--- src/rtl/ibex_crypto_key_ctrl_pkg.sv ---
// Shared types and constants for the AES key-load controller.
// State and error encodings are visible to software through the STATUS register.
package ibex_crypto_key_ctrl_pkg;

  typedef enum logic [2:0] {
    KC_IDLE   = 3'd0,
    KC_DRAIN  = 3'd1,
    KC_LOAD   = 3'd2,
    KC_ACTIVE = 3'd3,
    KC_ERROR  = 3'd4
  } key_ctrl_state_e;

  typedef enum logic [1:0] {
    KC_ERR_NONE       = 2'd0,
    KC_ERR_INCOMPLETE = 2'd1,
    KC_ERR_TIMEOUT    = 2'd2,
    KC_ERR_FAULT      = 2'd3
  } key_ctrl_err_e;

  localparam logic [2:0] KEY_CTRL_ADDR_CTRL = 3'd4;

  localparam int KEY_CTRL_BIT_COMMIT  = 0;
  localparam int KEY_CTRL_BIT_CLEAR   = 1;
  localparam int KEY_CTRL_BIT_CLR_ERR = 2;

endpackage

--- src/rtl/ibex_crypto_key_ctrl.sv ---
// AES key-load sequencer: stages a 128-bit key from CSR writes, drains the secure
// ALU, swaps the active key, and handles clear, drain timeout and ALU faults.
//
// state  | meaning
// IDLE   | no key loaded
// DRAIN  | commit accepted, waiting for the secure ALU to go idle
// LOAD   | new key installed, valid held low for one cycle
// ACTIVE | key loaded and usable
// ERROR  | fault latched, key zeroised, left only by CLR_ERR
module ibex_crypto_key_ctrl
  import ibex_crypto_key_ctrl_pkg::*;
#(
  parameter int TimeoutCycles = 64
) (
  input  logic         clk_i,
  input  logic         rst_i,
  input  logic         csr_we_i,
  input  logic [2:0]   csr_addr_i,
  input  logic [31:0]  csr_wdata_i,
  output logic [31:0]  csr_rdata_o,
  output logic [127:0] aes_key_o,
  output logic         aes_key_valid_o,
  input  logic         crypto_busy_i,
  input  logic         crypto_error_i,
  output logic         ex_stall_o,
  output logic         key_err_o
);

  localparam int CntW = $clog2(TimeoutCycles);
  localparam logic [CntW-1:0] CntLast = CntW'(TimeoutCycles - 1);

  key_ctrl_state_e   r_state, w_state_n, w_state_seen;
  key_ctrl_err_e     r_err, w_err_n;
  logic [3:0][31:0]  r_shadow, w_shadow_n;
  logic [3:0]        r_mask, w_mask_n;
  logic [127:0]      r_key, w_key_n;
  logic              r_valid, w_valid_n;
  logic [CntW-1:0]   r_cnt, w_cnt_n;

  logic w_ctrl_we, w_key_we;

  assign w_ctrl_we = csr_we_i && (csr_addr_i == KEY_CTRL_ADDR_CTRL);
  assign w_key_we  = csr_we_i && (csr_addr_i[2] == 1'b0);

  always_ff @(posedge clk_i) begin
    if (rst_i) begin
      r_state  <= KC_IDLE;
      r_err    <= KC_ERR_NONE;
      r_shadow <= '0;
      r_mask   <= '0;
      r_key    <= '0;
      r_valid  <= 1'b0;
      r_cnt    <= '0;
    end else begin
      r_state  <= w_state_n;
      r_err    <= w_err_n;
      r_shadow <= w_shadow_n;
      r_mask   <= w_mask_n;
      r_key    <= w_key_n;
      r_valid  <= w_valid_n;
      r_cnt    <= w_cnt_n;
    end
  end

  always_comb begin
    w_state_n    = r_state;
    w_err_n      = r_err;
    w_shadow_n   = r_shadow;
    w_mask_n     = r_mask;
    w_key_n      = r_key;
    w_valid_n    = r_valid;
    w_cnt_n      = r_cnt;
    w_state_seen = r_state;

    case (r_state)
      KC_DRAIN: begin
        if (!crypto_busy_i) begin
          w_key_n    = r_shadow;
          w_valid_n  = 1'b0;
          w_shadow_n = '0;
          w_mask_n   = '0;
          w_state_n  = KC_LOAD;
        end else if (r_cnt == CntLast) begin
          w_err_n    = KC_ERR_TIMEOUT;
          w_key_n    = '0;
          w_shadow_n = '0;
          w_mask_n   = '0;
          w_valid_n  = 1'b0;
          w_state_n  = KC_ERROR;
        end else begin
          w_cnt_n = r_cnt + CntW'(1);
        end
      end
      KC_LOAD: begin
        w_valid_n = 1'b1;
        w_state_n = KC_ACTIVE;
      end
      default: ;
    endcase

    // A fault overrides everything else; CTRL bits otherwise apply in priority order,
    // each seeing the state left by the one before it.
    if (crypto_error_i) begin
      w_err_n    = KC_ERR_FAULT;
      w_key_n    = '0;
      w_shadow_n = '0;
      w_mask_n   = '0;
      w_valid_n  = 1'b0;
      w_state_n  = KC_ERROR;
    end else begin
      if (w_ctrl_we && csr_wdata_i[KEY_CTRL_BIT_CLR_ERR]) begin
        if (w_state_seen == KC_ERROR) begin
          w_err_n      = KC_ERR_NONE;
          w_state_n    = KC_IDLE;
          w_state_seen = KC_IDLE;
        end else if (w_err_n == KC_ERR_INCOMPLETE) begin
          w_err_n = KC_ERR_NONE;
        end
      end
      if (w_ctrl_we && csr_wdata_i[KEY_CTRL_BIT_CLEAR]) begin
        w_key_n    = '0;
        w_shadow_n = '0;
        w_mask_n   = '0;
        w_valid_n  = 1'b0;
        if (w_state_n != KC_ERROR) begin
          w_state_n    = KC_IDLE;
          w_state_seen = KC_IDLE;
        end
      end
      if (w_ctrl_we && csr_wdata_i[KEY_CTRL_BIT_COMMIT] &&
          (w_state_seen == KC_IDLE || w_state_seen == KC_ACTIVE)) begin
        if (w_mask_n == 4'hF) begin
          w_state_n = KC_DRAIN;
          w_cnt_n   = '0;
        end else begin
          w_err_n = KC_ERR_INCOMPLETE;
        end
      end
      if (w_key_we && (w_state_seen == KC_IDLE || w_state_seen == KC_ACTIVE)) begin
        w_shadow_n[csr_addr_i[1:0]] = csr_wdata_i;
        w_mask_n[csr_addr_i[1:0]]   = 1'b1;
      end
    end
  end

  assign aes_key_o       = r_key;
  assign aes_key_valid_o = r_valid;
  assign ex_stall_o      = (r_state == KC_DRAIN) || (r_state == KC_LOAD);
  assign key_err_o       = (r_err != KC_ERR_NONE);

  // Key material never leaves through the CSR port.
  assign csr_rdata_o = (csr_addr_i == KEY_CTRL_ADDR_CTRL) ?
                       {21'b0, r_state, r_err, r_mask, 1'b0, r_valid} : 32'b0;

endmodule

--- config.mk ---
export PLATFORM = sky130hd
export DESIGN_NAME = ibex_crypto_key_ctrl
export DESIGN_NICKNAME = d
export VERILOG_FILES = /design/src/rtl/ibex_crypto_key_ctrl_pkg.sv /design/src/rtl/ibex_crypto_key_ctrl.sv
export SDC_FILE = /design/constraint.sdc
export NUM_CORES = 1
export LEC_CHECK = 0
export CORE_MARGIN = 3
export CORE_UTILIZATION = 45
export CTS_BUF_LIST = sky130_fd_sc_hd__clkbuf_2 sky130_fd_sc_hd__clkbuf_4 sky130_fd_sc_hd__clkbuf_8
export CTS_CLUSTER_DIAMETER = 150
export DETAILED_ROUTE_END_ITERATION = 8
export PLACE_DENSITY = 0.82
export SYNTH_ARGS = -nofsm -noshare
export SYNTH_HDL_FRONTEND = slang
export SYNTH_SLANG_ARGS = --single-unit
export TNS_END_PERCENT = 100
--- constraint.sdc ---
create_clock -name clk_i -period 3 [get_ports clk_i]
set_clock_uncertainty 0.05 [all_clocks]
set_input_delay 0.45 -clock clk_i [delete_from_list [all_inputs] [get_ports clk_i]]
set_output_delay 0.45 -clock clk_i [all_outputs]
set_load 0.01 [all_outputs]
==> impl_metrics.tcl <==
set metrics [dict create \
    powerDensity_nw_per_um2 564 \
    cts_setup_buffers 0 \
    totalWireLength_mm 26.1 \
    dr.pass1.iters 5 \
    instances_no_fill 1379 \
    hold_depth 2 \
    numCtsBuffers 42 \
    finalHoldViolCount 0 \
    core_um2 21100 \
    startpoint_type "flip-flop" \
    seq_area_um2 5450 \
    arrival_ps 3050 \
    syn_area_um2 9680 \
    worst_pin_slew_ps 978 \
    die_w_um 153 \
    grt_pass1_wl_mm 41.8 \
    rows 53 \
    place_inst 1306 \
    clock_latency_ps 520 \
    nets 1116 \
    slowest_delay_ps 740 \
    cts_buffer_depth 3 \
    boundaryPins 203 \
    cp_max_fo 32 \
    worstPathRequired_ps 3400 \
    rsz0062_at_grt "false" \
    synthArstFlopShare_pct 0 \
    via_per_inst 5.86 \
    fin_hold_ws_ps 440 \
    grt_overflow_total 0 \
    drt_iter0_markers 747 \
    syn_area_per_cell_um2 10.5 \
    synth_edf_count 0 \
    hold_buffers 0 \
    start_util_pct 45.9 \
    htree_levels 2 \
    ys_ff_latch 272 \
    grt_pass1_vias 7780 \
    crit_type "flip-flop to flip-flop" \
    critPathTopFamily "simple AND/OR/NAND/NOR gates" \
    synthCells 920 \
    synth_warnings 0 \
    final.period_utilization_pct 88.5 \
    cp_slowest_cell "nor2_4" \
    timing.rr.start "r_state[1]$_SDFF_PP0_" \
    cts.sinks 272 \
    worstPathBufferInverterCount 1 \
    antenna_found_initial 0 \
    ys_types 50 \
    hp-start "r_shadow[106]$_SDFF_PP0_" \
    die_y_um 153 \
    tritoncts "built" \
    synth-main-ff-cell "dfxtp_1" \
    drcViolationCount 0 \
    maxCapViolCount 0 \
    min_to "aes_key_o[106]$_SDFFE_PP0P_" \
    fin_util_pct 59.6 \
    clockRootBuffer "clkbuf_8" \
    slew_headroom_pct 34.6 \
    irDropWorstVdd_v 0.000380 \
    die_area_um2 23300 \
    clkSlewWorstSetupHoldPaths_ps 60 \
    period_needed_ps 2650 \
    drive_gt1_share_pct 10.4 \
    setup_violations 0 \
    endpoint_kind "flip-flop" \
    multi_input_area_um2 3830 \
    r2r_end "r_shadow[19]$_SDFF_PP0_" \
    grtUsageTotal_pct 21.4 \
    p_leak_nw 4.33 \
    fillers 1754 \
    worst_hold_path_type "flip-flop to flip-flop" \
    wire_per_inst_um 18.9 \
    portBuffers 180 \
    gp_congestion 0.867 \
    ctsResizeCount 0 \
    clock.fmax_mhz 377 \
    outcome "finished, final reports clean" \
    area_growth_syn_to_layout_pct 29.9 \
    ys_seq_area_share_pct 56.2 \
    ant_nets 0 \
    dp_hpwl_mm 16.0 \
    report.final.slew_viol_count 0 \
    diodes 0 \
    grt_max_degree 129 \
    reg2reg_slack_ps 350 \
    path_cells "nor4bb_1, buf_4, nand4_1, and4_2, nor2_4, a32o_1" \
    vias 8081 \
    finalPower_mw 7.09 \
    ff2ff_path_depth 6 \
]
power breakdown:
group / internal (mW) / switching (mW) / leakage, nW
logic: 0.101 / 0.186 / 1.67
registers: 3.63 / 0.00961 / 2.19
clock network: 1.83 / 1.34 / 0.473
total: 5.56 / 1.54 / 4.33
metal layers:
layer	share of wire (%)	up-vias	global-route usage (%)
met5	0	-	0
met4	1.3	0	4.96
met3	7.6	35	4.69
met2	48	332	35.4
met1	43	4001	28.8
li1	-	3713	-
final cells by class:
class                           count  share of cell area [%]
Inverter                            3                  0.0895
Tap cell                          275                    2.74
Timing Repair Buffer              201                    16.4
Clock inverter                      2                  0.0995
Multi-Input combinational cell    555                    30.4
Clock buffer                       71                    6.97
Sequential cell                   272                    43.3
placed cells by master (no fill, tap or decap), types with 3 or more instances in the layout:
| master | count |
|---|---|
| buf_4 | 13 |
| o21ai_0 | 3 |
| a32o_1 | 128 |
| nor3_1 | 3 |
| nand2b_1 | 3 |
| clkbuf_4 | 16 |
| clkbuf_8 | 55 |
| nor2_1 | 147 |
| buf_12 | 8 |
| a21oi_1 | 10 |
| a22oi_1 | 129 |
| nand4_1 | 6 |
| nand2_1 | 11 |
| conb_1 | 22 |
| inv_1 | 3 |
| dfxtp_1 | 272 |
| and2_1 | 43 |
| clkdlybuf4s50_1 | 180 |
| nand3_1 | 5 |
| nor2_4 | 6 |
sequential cells by signal, indices dropped and copies added, names as in the netlist:
register / flops
aes_key_o: 128
r_mask: 4
aes_key_valid_o: 1
r_state: 3
r_cnt: 6
r_shadow: 128
r_err: 2
worst max-delay path by stage:
stage | startpoint | to | slack (ps) | depth (start not counted)
final | r_state[1]$_SDFF_PP0_ | r_shadow[19]$_SDFF_PP0_ | 350 | 6
after global routing | r_cnt[0]$_SDFF_PP0_ | r_shadow[20]$_SDFF_PP0_ | 250 | 6
after CTS | r_state[1]$_SDFF_PP0_ | r_shadow[19]$_SDFF_PP0_ | 360 | 6
after detailed placement | crypto_busy_i | r_shadow[19]$_SDFF_PP0_ | -60 | 7
after global placement | crypto_busy_i | r_shadow[12]$_SDFF_PP0_ | 80 | 7
after floorplan | csr_addr_i[1] | r_shadow[100]$_SDFF_PP0_ | 740 | 6
worst reg2reg max path, stage by stage (launching register included):
cell and delay, ps:
dfxtp_1 430, nor4bb_1 470, buf_4 230, nand4_1 140, and4_2 250, nor2_4 740, a32o_1 290
cells in the mapped netlist, types with 2 or more instances:
cell        n  area share, %
a21boi_0    2           0.16
a21o_1      2           0.16
a21oi_1    10           0.52
a22oi_1   129             10
a32o_1    128             13
and2_1     43            2.8
buf_1       6           0.23
buf_2      14           0.72
buf_4      22            1.7
buf_6       3           0.35
clkbuf_1   65            2.5
dfxtp_1   272             56
inv_1       3           0.12
mux2i_1     2           0.21
nand2_1    13           0.50
nand2b_1    3           0.19
nand3_1     5           0.26
nand4_1     6           0.39
nor2_1    149            5.8
nor2_2      4           0.26
nor3_1      3           0.16
nor3_2      2           0.21
nor3b_1     2           0.16
o21ai_0     3           0.16
or2_2       2           0.13
or4b_2      2           0.21
xor2_1      2           0.18
cell families (layout without fill, tap and decap cells):
kind of cell | count (synthesis) | in the layout | synth area share [%]
AO/OA/AOI/OAI | 285 | 285 | 25.4
flip-flops | 272 | 272 | 56.2
AND/OR/NAND/NOR | 242 | 242 | 12.0
buffers and inverters | 114 | 277 | 5.70
XOR/XNOR | 3 | 3 | 0.271
multiplexers | 2 | 2 | 0.207
adder cells (fa/ha/maj) | 1 | 1 | 0.129
other | 1 | 22 | 0.0387
through the flow:
stage,setup TNS (ps),worst slack (ps),cell area (um^2)
after floorplan,0,740,9760
after global placement,0,75.6,11700
after detailed placement,-1460,-62.1,11700
after CTS,0,365,12600
after global routing,0,253,12600
final,0,345,12600
Note: power is estimated with default switching activity, not from simulation.
